<file path="src/rtl/host_cmd_seq.sv">
// Host command sequencer: frames a register/ALU request into UART bytes,
// then collects the 1- or 2-byte reply (LSB first) or reports a timeout.
module host_cmd_seq #(
   parameter int DATA_WIDTH  = 8,
   parameter int ADD         = 4,
   parameter int FUNC        = 4,
   parameter int TIMEOUT_CYC = 1024
) (
   input  logic                    CLK,
   input  logic                    RST,
   input  logic                    REQ_VLD,
   output logic                    REQ_RDY,
   input  logic [1:0]              REQ_CMD,
   input  logic [ADD-1:0]          REQ_ADDR,
   input  logic [DATA_WIDTH-1:0]   REQ_DATA,
   input  logic [DATA_WIDTH-1:0]   REQ_OP_A,
   input  logic [DATA_WIDTH-1:0]   REQ_OP_B,
   input  logic [FUNC-1:0]         REQ_FUNC,
   output logic [DATA_WIDTH-1:0]   TX_P_Data,
   output logic                    TX_D_VLD,
   input  logic                    TX_BUSY,
   input  logic [DATA_WIDTH-1:0]   RX_P_Data,
   input  logic                    RX_D_VLD,
   output logic [2*DATA_WIDTH-1:0] RSP_DATA,
   output logic                    RSP_VLD,
   output logic                    RSP_ERR
);

   localparam int CW = $clog2(TIMEOUT_CYC);
   // The counter "reaches" TIMEOUT_CYC-1 on the edge where it would step past this value.
   localparam logic [CW-1:0] EXPIRE = CW'(TIMEOUT_CYC - 2);

   localparam logic [1:0] CMD_WR   = 2'b00;
   localparam logic [1:0] CMD_RD   = 2'b01;
   localparam logic [1:0] CMD_ALU  = 2'b10;
   localparam logic [1:0] CMD_ALUN = 2'b11;

   typedef enum logic [1:0] {IDLE, SEND, WAIT_RSP, DONE} state_t;

   state_t                  state_q;
   logic [1:0]              cmd_q;
   logic [ADD-1:0]          addr_q;
   logic [DATA_WIDTH-1:0]   data_q;
   logic [DATA_WIDTH-1:0]   opa_q;
   logic [DATA_WIDTH-1:0]   opb_q;
   logic [FUNC-1:0]         func_q;
   logic [1:0]              tx_idx_q;
   logic [DATA_WIDTH-1:0]   tx_data_q;
   logic                    tx_vld_q;
   logic                    rx_idx_q;
   logic [2*DATA_WIDTH-1:0] rx_buf_q;
   logic [CW-1:0]           cnt_q;
   logic [2*DATA_WIDTH-1:0] rsp_data_q;
   logic                    rsp_vld_q;
   logic                    rsp_err_q;
   logic                    rdy_q;

   logic [DATA_WIDTH-1:0]   next_byte_d;
   logic [2*DATA_WIDTH-1:0] rx_word_d;
   logic                    rx_last_d;

   function automatic logic [DATA_WIDTH-1:0] frame_byte(
      input logic [1:0]            cmd,
      input logic [1:0]            idx,
      input logic [ADD-1:0]        addr,
      input logic [DATA_WIDTH-1:0] data,
      input logic [DATA_WIDTH-1:0] op_a,
      input logic [DATA_WIDTH-1:0] op_b,
      input logic [FUNC-1:0]       func
   );
      case (cmd)
         CMD_WR: begin
            case (idx)
               2'd0:    return DATA_WIDTH'(8'hAA);
               2'd1:    return DATA_WIDTH'(addr);
               default: return data;
            endcase
         end
         CMD_RD: begin
            case (idx)
               2'd0:    return DATA_WIDTH'(8'hBB);
               default: return DATA_WIDTH'(addr);
            endcase
         end
         CMD_ALU: begin
            case (idx)
               2'd0:    return DATA_WIDTH'(8'hCC);
               2'd1:    return op_a;
               2'd2:    return op_b;
               default: return DATA_WIDTH'(func);
            endcase
         end
         default: begin
            case (idx)
               2'd0:    return DATA_WIDTH'(8'hDD);
               default: return DATA_WIDTH'(func);
            endcase
         end
      endcase
   endfunction

   function automatic logic [1:0] frame_last(input logic [1:0] cmd);
      case (cmd)
         CMD_WR:  return 2'd2;
         CMD_RD:  return 2'd1;
         CMD_ALU: return 2'd3;
         default: return 2'd1;
      endcase
   endfunction

   // Next outgoing byte and the reply word as it would look with the current RX byte merged in.
   always_comb begin
      next_byte_d = frame_byte(cmd_q, tx_idx_q + 2'd1, addr_q, data_q, opa_q, opb_q, func_q);
      rx_last_d   = (cmd_q == CMD_RD) ? 1'b0 : 1'b1;
      rx_word_d   = rx_buf_q;
      if (rx_idx_q == 1'b0) begin
         rx_word_d[DATA_WIDTH-1:0] = RX_P_Data;
      end else begin
         rx_word_d[2*DATA_WIDTH-1:DATA_WIDTH] = RX_P_Data;
      end
   end

   // Sequencer FSM with all outputs registered.
   always_ff @(posedge CLK or negedge RST) begin
      if (!RST) begin
         state_q    <= IDLE;
         cmd_q      <= 2'b00;
         addr_q     <= '0;
         data_q     <= '0;
         opa_q      <= '0;
         opb_q      <= '0;
         func_q     <= '0;
         tx_idx_q   <= 2'd0;
         tx_data_q  <= '0;
         tx_vld_q   <= 1'b0;
         rx_idx_q   <= 1'b0;
         rx_buf_q   <= '0;
         cnt_q      <= '0;
         rsp_data_q <= '0;
         rsp_vld_q  <= 1'b0;
         rsp_err_q  <= 1'b0;
         rdy_q      <= 1'b1;
      end else begin
         rsp_vld_q <= 1'b0;
         rsp_err_q <= 1'b0;
         case (state_q)
            IDLE: begin
               if (REQ_VLD && rdy_q) begin
                  cmd_q     <= REQ_CMD;
                  addr_q    <= REQ_ADDR;
                  data_q    <= REQ_DATA;
                  opa_q     <= REQ_OP_A;
                  opb_q     <= REQ_OP_B;
                  func_q    <= REQ_FUNC;
                  tx_idx_q  <= 2'd0;
                  tx_data_q <= frame_byte(REQ_CMD, 2'd0, REQ_ADDR, REQ_DATA, REQ_OP_A, REQ_OP_B, REQ_FUNC);
                  tx_vld_q  <= 1'b1;
                  rx_idx_q  <= 1'b0;
                  rx_buf_q  <= '0;
                  cnt_q     <= '0;
                  rdy_q     <= 1'b0;
                  state_q   <= SEND;
               end
            end
            SEND: begin
               if (tx_vld_q && !TX_BUSY) begin
                  if (tx_idx_q == frame_last(cmd_q)) begin
                     tx_vld_q <= 1'b0;
                     cnt_q    <= '0;
                     if (cmd_q == CMD_WR) begin
                        rsp_data_q <= '0;
                        rsp_vld_q  <= 1'b1;
                        state_q    <= DONE;
                     end else begin
                        state_q <= WAIT_RSP;
                     end
                  end else begin
                     tx_idx_q  <= tx_idx_q + 2'd1;
                     tx_data_q <= next_byte_d;
                  end
               end
            end
            WAIT_RSP: begin
               // A byte landing on the expiry cycle takes priority over the timeout.
               if (RX_D_VLD) begin
                  rx_buf_q <= rx_word_d;
                  cnt_q    <= '0;
                  if (rx_idx_q == rx_last_d) begin
                     rsp_data_q <= rx_word_d;
                     rsp_vld_q  <= 1'b1;
                     state_q    <= DONE;
                  end else begin
                     rx_idx_q <= 1'b1;
                  end
               end else if (cnt_q == EXPIRE) begin
                  rsp_data_q <= rx_buf_q;
                  rsp_err_q  <= 1'b1;
                  state_q    <= DONE;
               end else begin
                  cnt_q <= cnt_q + CW'(1);
               end
            end
            DONE: begin
               rdy_q   <= 1'b1;
               state_q <= IDLE;
            end
            default: begin
               tx_vld_q <= 1'b0;
               rdy_q    <= 1'b1;
               state_q  <= IDLE;
            end
         endcase
      end
   end

   assign REQ_RDY   = rdy_q;
   assign TX_P_Data = tx_data_q;
   assign TX_D_VLD  = tx_vld_q;
   assign RSP_DATA  = rsp_data_q;
   assign RSP_VLD   = rsp_vld_q;
   assign RSP_ERR   = rsp_err_q;

endmodule

</file>
<file path="config.mk">
export PLATFORM = sky130hd
export DESIGN_NAME = host_cmd_seq
export DESIGN_NICKNAME = d
export VERILOG_FILES = /design/src/rtl/host_cmd_seq.sv
export SDC_FILE = /design/constraint.sdc
export NUM_CORES = 1
export LEC_CHECK = 0
export ABC_AREA = 1
export CAP_MARGIN = 40
export CORE_MARGIN = 1
export CORE_UTILIZATION = 40
export DETAILED_ROUTE_END_ITERATION = 16
export GPL_TIMING_DRIVEN = 1
export PLACE_DENSITY_LB_ADDON = 0.12
export SYNTH_ARGS = -nofsm -noshare
export SYNTH_HDL_FRONTEND = slang
export SYNTH_SLANG_ARGS = --single-unit
</file>
<file path="constraint.sdc">
create_clock -name CLK -period 1.7 [get_ports CLK]
set_input_delay 0.255 -clock CLK [delete_from_list [all_inputs] [get_ports CLK]]
set_output_delay 0.255 -clock CLK [all_outputs]
set_load 0.05 [all_outputs]
</file>
==> results of run 1 <==
==> logic make-up (layout without fill, tap and decap cells) <==
family          count (synthesis)  count (layout)  share of synthesized area, %
fa+ha+maj                      10              10                          2.56
simple gates                  319             320                          27.1
flops                          93              93                          47.7
buf+inv                        89             208                          7.46
xor+xnor                        3               3                         0.692
compound gates                129             129                          14.5
==> worst max-delay path, stage by stage, from the launching register on <==
cell and delay [ns]:
dfrtp_1 0.44, buf_4 0.16, ha_2 0.24, o21bai_1 0.17
o21ai_0 0.16, nand3_1 0.16, nor2_1 0.17, nor2_1 0.06
==> power by group through the flow <==
stage	Combinational, mW	Sequential (mW)	Clock, mW
global placement	6.44	3.65	0
detailed placement	6.54	3.67	0
CTS	6.78	3.64	2.21
global route	7.86	3.77	2.29
floorplan	3.27	4.56	0
finish	7.19	3.67	2.17
==> state kept, by name, summed over array words and instances, names as in the netlist <==
| name | flops |
|---|---|
| REQ_RDY | 1 |
| TX_D_VLD | 1 |
| RSP_ERR | 1 |
| func_q | 4 |
| cmd_q | 2 |
| addr_q | 4 |
| opa_q | 8 |
| rx_idx_q | 1 |
| RSP_VLD | 1 |
| TX_P_Data | 8 |
| state_q | 2 |
| RSP_DATA | 16 |
| tx_idx_q | 2 |
| opb_q | 8 |
| rx_buf_q | 16 |
| data_q | 8 |
| cnt_q | 10 |
==> metrics by stage <==
| step | power (mW) | instance area, um^2 | setup slack, ns | hold WS, ns | setup TNS, ns |
|---|---|---|---|---|---|
| final | 13.0 | 6610 | 0.0358 | 0.427 | 0 |
| after global routing | 13.9 | 6610 | -0.00425 | 0.442 | -0.00847 |
| after CTS | 12.6 | 6440 | -0.00566 | 0.435 | -0.0109 |
| after detailed placement | 10.2 | 6050 | -0.104 | 0.266 | -1.67 |
| after global placement | 10.1 | 6050 | -0.0643 | 0.262 | -0.782 |
| after floorplan | 7.83 | 4880 | 0.000849 | -0.0406 | 0 |
==> per-layer routing <==
metal,vias up,global-route usage (%),part of all wire [%],routed length (um)
met5,-,0,0,0
met4,0,6.93,1.4,176
met3,15,3.35,4.4,568
met2,130,31.5,43,5630
met1,2117,32.7,51,6610
li1,2321,-,-,-
==> path summary, 6_finish.rpt <==
check / from / end / slack, ns / cells after the start
worst max register to register: tx_idx_q[0] / TX_P_Data[3] / 0.04 / 7
max in group asynchronous: RST / cmd_q[0] / 0.70 / 3
min in group CLK: REQ_DATA[4] / data_q[4] / 0.44 / 3
worst min register to register: RSP_DATA[1] / RSP_DATA[1] / 0.47 / 2
worst min-delay path: RST / addr_q[2] / 0.43 / 2
worst max-delay path: tx_idx_q[0] / TX_P_Data[3] / 0.04 / 7
==> cells in the final DEF (no fill, tap or decap), drive strengths merged, types with 2 or more instances in the layout <==
| cell | n |
|---|---|
| nand2 | 225 |
| dfrtp | 92 |
| buf | 78 |
| o21ai | 70 |
| inv | 63 |
| nand3 | 48 |
| clkdlybuf4s50 | 45 |
| nor2 | 37 |
| a21oi | 26 |
| o22ai | 18 |
| o211ai | 11 |
| clkbuf | 11 |
| ha | 10 |
| clkinv | 8 |
| nand4 | 4 |
| or2 | 3 |
| xor2 | 3 |
| o21bai | 2 |
| bufinv | 2 |
==> cell type report <==
cell class	count	share of cell area [%]
inverters	67	3.92
clock inverters	6	1.32
well taps	143	2.71
repair buffers	125	18.3
multi-input cells	462	35.0
flip-flops and latches	93	35.3
clock buffers	10	3.46
==> timing repair <==
item / CTS / global route
resized for setup: 7 / 30
endpoints found under the hold margin: 34 / 0
buffers inserted: 3 / 6
gates cloned: 0 / 2
hold buffers: 1 / 0
pin swaps: 1 / 5
endpoints found under the setup margin: 17 / 72
==> impl_metrics.env, run 1 <==
export IMPL_max_slew_margin_rel_pct=65.7
export IMPL_fin_worst_skew_ns=0.00808
export IMPL_synth_top_cell_area_share_pct=47.1
export IMPL_fin_crit_sh_pct=97.9
export IMPL_ys_seq_area_share_pct=47.7
export IMPL_grt_max_degree=38
export IMPL_clockRootBuffer="clkbuf_16"
export IMPL_synth_avg_cell_area_um2=7.59
export IMPL_nets=815
export IMPL_synthArstFlopShare_pct=100
export IMPL_synth_edf_count=0
export IMPL_ys_warn_count=0
export IMPL_start_util_pct=41.9
export IMPL_gp_congestion=0.926
export IMPL_grt_overflow_total=0
export IMPL_drt_wl_total_um=13000
export IMPL_grt_pass1_wl_um=21700
export IMPL_yosys_area_top_type="dfrtp_1"
export IMPL_setup_viol=0
export IMPL_synth_cells=643
export IMPL_antenna_found_initial=0
export IMPL_critical_path_max_fanout=11
export IMPL_power_density_nw_per_um2=1970
export IMPL_yosysMostFrequentCell="nand2_1"
export IMPL_finalHoldViolations=0
export IMPL_grt_pass1_vias=4301
export IMPL_p_leak_nw=3.25
export IMPL_drtAntennaViolNets=0
export IMPL_portBuffers=74
export IMPL_vias=4583
export IMPL_syn_nets=700
export IMPL_fillCellCount=1087
export IMPL_layout_drive_gt1_share_pct=18.3
export IMPL_path_clk_slew_ns=0.06
export IMPL_p_sw_mw=5.90
export IMPL_firstDrtPassIters=6
export IMPL_crit_arrival_ns=1.90
export IMPL_start_kind="flop"
export IMPL_status="finished clean"
export IMPL_clk_insertion_delay_late_ns=0.35
export IMPL_core_um2=11700
export IMPL_synth_seq_cells=93
export IMPL_clkPwrFrac_pct=16.6
export IMPL_comb_power_share_pct=55.2
export IMPL_fmax_mhz=601
export IMPL_synthTopCellsByCount="218 x nand2_1, 92 x dfrtp_1, 59 x o21ai_0"
export IMPL_min_period_ns=1.66
export IMPL_fin_cells=906
export IMPL_regArea_um2=2330
export IMPL_multiInputGateArea_um2=2310
export IMPL_worst_pin_slew_ns=0.514
export IMPL_drtIter0Drc=304
export IMPL_netlist_cell_type_count=36
export IMPL_synthTopCellsByArea="dfrtp_1 47%, nand2_1 17%, o21ai_0 6.0%, nand3_1 4.9%, inv_1 4.5%"
export IMPL_seqPwrFrac_pct=28.2
export IMPL_netlist_area_um2=4880
export IMPL_drt_wirelength_per_cell_um=14.3
export IMPL_insertedDiodeCount=0
export IMPL_ys_flop_type="dfrtp_1"
export IMPL_end_kind="flop"
export IMPL_switching_share_pct=45.3
export IMPL_hold_path_class="primary input to asynchronous set/reset pin"
export IMPL_post_route_util_pct=56.7
export IMPL_die_area_um2=12700
export IMPL_grt_usage_pct=21.6
export IMPL_die_h_um=112
export IMPL_numCtsBuffers=9
export IMPL_area_growth_pct=35.4
export IMPL_critPathKind="flop to flop"
export IMPL_dp_hpwl_um=9420
export IMPL_die_width_um=112
export IMPL_row_count=39
export IMPL_intPower_mw=7.12
export IMPL_finalMaxSlewViolations=0
export IMPL_dp_cells=878
export IMPL_vias_per_cell=5.06
export IMPL_cts_tree="yes"
export IMPL_crit_required_ns=1.93
export IMPL_drv_cap=0
export IMPL_drc=0
export IMPL_cts_sinks=93
export IMPL_htreeDepth=3
export IMPL_worst_ir_drop_vdd_mv=1.27
export IMPL_clock_path_buffers=2
export IMPL_io_pin_count=75
Power figures use the tool's default switching activity.
==> inputs of run 2 (changes only) <==
--- a/config.mk
+++ b/config.mk
@@ -11,6 +11,7 @@
 export CORE_UTILIZATION = 40
 export DETAILED_ROUTE_END_ITERATION = 16
 export GPL_TIMING_DRIVEN = 1
+export HOLD_SLACK_MARGIN = 0.02
 export PLACE_DENSITY_LB_ADDON = 0.12
 export SYNTH_ARGS = -nofsm -noshare
 export SYNTH_HDL_FRONTEND = slang
==> results of run 2 <==
Final layout, timing and power as in run 1 (identical DEF).
==> inputs of run 3 (changes only) <==
--- a/config.mk
+++ b/config.mk
@@ -5,10 +5,11 @@
 export SDC_FILE = /design/constraint.sdc
 export NUM_CORES = 1
 export LEC_CHECK = 0
-export ABC_AREA = 1
+export ABC_AREA = 0
 export CAP_MARGIN = 40
 export CORE_MARGIN = 1
 export CORE_UTILIZATION = 40
+export CTS_BUF_LIST = sky130_fd_sc_hd__clkbuf_16
 export DETAILED_ROUTE_END_ITERATION = 16
 export GPL_TIMING_DRIVEN = 1
 export HOLD_SLACK_MARGIN = 0.02
==> impl_metrics.env, run 3 <==
export IMPL_clkPwrFrac_pct=16.7
export IMPL_finalHoldViolations=0
export IMPL_violations="DRC, setup timing"
export IMPL_min_period_ns=1.97
export IMPL_crit_arrival_ns=2.22
export IMPL_synthTopCellsByCount="92 x dfrtp_1, 58 x nand2_1, 41 x mux2_2"
export IMPL_fmax_mhz=507
export IMPL_fin_crit_sh_pct=116
export IMPL_portBuffers=74
export IMPL_grt_pass1_vias=4205
export IMPL_fin_worst_skew_ns=0.00768
export IMPL_synthArstFlopShare_pct=100
export IMPL_ys_seq_area_share_pct=48.6
export IMPL_numCtsBuffers=9
export IMPL_cts_tree="yes"
export IMPL_gp_congestion=0.811
export IMPL_end_kind="flop"
export IMPL_critical_path_max_fanout=5
export IMPL_synth_avg_cell_area_um2=10.7
export IMPL_antenna_found_initial=0
export IMPL_drtAntennaViolNets=0
export IMPL_die_h_um=111
export IMPL_synth_cells=450
export IMPL_layout_commonest_cell="buf_4"
export IMPL_finalMaxSlewViolations=0
export IMPL_htreeDepth=3
export IMPL_firstDrtPassIters=10
export IMPL_drt_wl_total_um=12800
export IMPL_tns_ns=-6.62
export IMPL_drt_wirelength_per_cell_um=16.8
export IMPL_worst_ir_drop_vdd_mv=0.759
export IMPL_worst_pin_slew_ns=0.452
export IMPL_drtIter0Drc=166
export IMPL_yosysMostFrequentCell="dfrtp_1"
export IMPL_path_clk_slew_ns=0.07
export IMPL_netlist_cell_type_count=57
export IMPL_area_growth_pct=49.0
export IMPL_ys_flop_type="dfrtp_1"
export IMPL_insertedDiodeCount=0
export IMPL_drv_cap=0
export IMPL_switching_share_pct=39.8
export IMPL_yosys_area_top_type="dfrtp_1"
export IMPL_power_density_nw_per_um2=1870
export IMPL_synth_top_cell_area_share_pct=48.0
export IMPL_setup_viol=39
export IMPL_p_leak_nw=3.26
export IMPL_vias=4077
export IMPL_clockRootBuffer="clkbuf_16"
export IMPL_nets=671
export IMPL_core_um2=11600
export IMPL_hold_path_class="primary input to asynchronous set/reset pin"
export IMPL_syn_nets=507
export IMPL_die_width_um=111
export IMPL_rsz0062_at_grt="yes"
export IMPL_intPower_mw=8.03
export IMPL_max_slew_margin_rel_pct=69.8
export IMPL_crit_required_ns=1.95
export IMPL_io_pin_count=75
export IMPL_netlist_area_um2=4790
export IMPL_synth_edf_count=0
export IMPL_grt_max_degree=27
export IMPL_start_kind="flop"
export IMPL_ys_warn_count=0
export IMPL_clock_path_buffers=2
export IMPL_vias_per_cell=5.35
export IMPL_comb_power_share_pct=55.8
export IMPL_critPathKind="flop to flop"
export IMPL_start_util_pct=41.5
export IMPL_status="finished with violations"
export IMPL_p_sw_mw=5.32
export IMPL_finalPower_mw=13.3
export IMPL_grt_overflow_total=0
export IMPL_seqPwrFrac_pct=27.5
export IMPL_final_cell_mix="115 x buf_4, 91 x dfrtp_1, 55 x nand2_1"
export IMPL_grt_pass1_wl_um=21400
export IMPL_die_area_um2=12400
export IMPL_grt_usage_pct=21.8
export IMPL_dp_hpwl_um=8860
export IMPL_clk_insertion_delay_late_ns=0.35
export IMPL_synth_seq_cells=93
export IMPL_synthTopCellsByArea="dfrtp_1 48%, mux2_2 9.6%, nand2_1 4.5%, a22o_1 3.3%, mux2_4 3.1%"
export IMPL_cts_sinks=93
export IMPL_row_count=39
export IMPL_layout_drive_gt1_share_pct=42.8
export IMPL_drc=6
export IMPL_fin_ws_ns=-0.273
## run 3: cell families (layout without fill, tap and decap cells)
family,count (synthesis),count (layout),synth area share [%]
buffers and inverters,38,206,3.39
AO/OA/AOI/OAI,130,131,19.3
multiplexers,52,52,13.0
flip-flops,93,93,48.6
XOR/XNOR,1,1,0.183
adder cells (fa/ha/maj),10,10,2.61
AND/OR/NAND/NOR,126,126,12.9
## run 3: per-layer routing
layer / routed length, um / vias up / GRT usage [%]
li1: - / 1965 / -
met1: 5590 / 2008 / 26.6
met2: 6540 / 81 / 38.2
met3: 389 / 23 / 3.38
met4: 298 / 0 / 9.64
met5: 0 / - / 0
## run 3: path summary, 6_finish.rpt
check	slack, ns	to	from	cells after the start
min	0.35	cnt_q[3]	RST	2
min reg2reg	0.49	TX_P_Data[4]	TX_P_Data[4]	2
max reg2reg	-0.27	cnt_q[8]	cmd_q[0]	6
max	-0.27	cnt_q[8]	cmd_q[0]	6
min in group CLK	0.49	TX_P_Data[4]	TX_P_Data[4]	2
max in group asynchronous	0.83	REQ_RDY	RST	3
## run 3: layout make-up
type | count | area, um^2
flip-flops and latches | 93 | 2330
fillers | 920 | 4420
clock inverters | 7 | 105
well taps | 143 | 179
multi-input cells | 320 | 2670
clock buffers | 9 | 225
inverters | 12 | 45.0
repair buffers | 178 | 1590
## run 3: power by group through the flow
stage	Combinational, mW	Clock, mW	Sequential, mW
after floorplan	3.23	0	4.39
after global placement	6.22	0	3.65
after detailed placement	6.33	0	3.69
after CTS	7.01	2.29	3.66
after global routing	8.01	2.36	3.77
final	7.45	2.23	3.67
## run 3: per-stage QoR
step | utilization [%] | std cells | worst slack [ns] | cell area [um^2] | hold slack (ns)
after global routing | 61.8 | 762 | -0.369 | 7140 | 0.374
after CTS | 59.8 | 758 | -0.247 | 6910 | 0.346
after global placement | 54.1 | 727 | -0.410 | 6260 | 0.184
after detailed placement | 54.1 | 727 | -0.462 | 6260 | 0.188
final | 61.8 | 762 | -0.273 | 7140 | 0.351
after floorplan | - | 450 | -0.250 | 4880 | -0.0406
## run 3: critical path, cell delays in order (launching register included)
cell	delay, ns
dfrtp_1	0.39
or4b_4	0.54
a31oi_1	0.15
o211ai_1	0.14
or2_1	0.28
buf_6	0.15
o41ai_4	0.21
## run 3: timing repair
item,4_1_cts,5_1_grt
endpoints found under the hold margin,20,0
gates cloned,3,1
hold buffers,1,0
buffers inserted,11,5
pin swaps,13,16
setup endpoints to repair,87,62
gates resized for setup,47,42
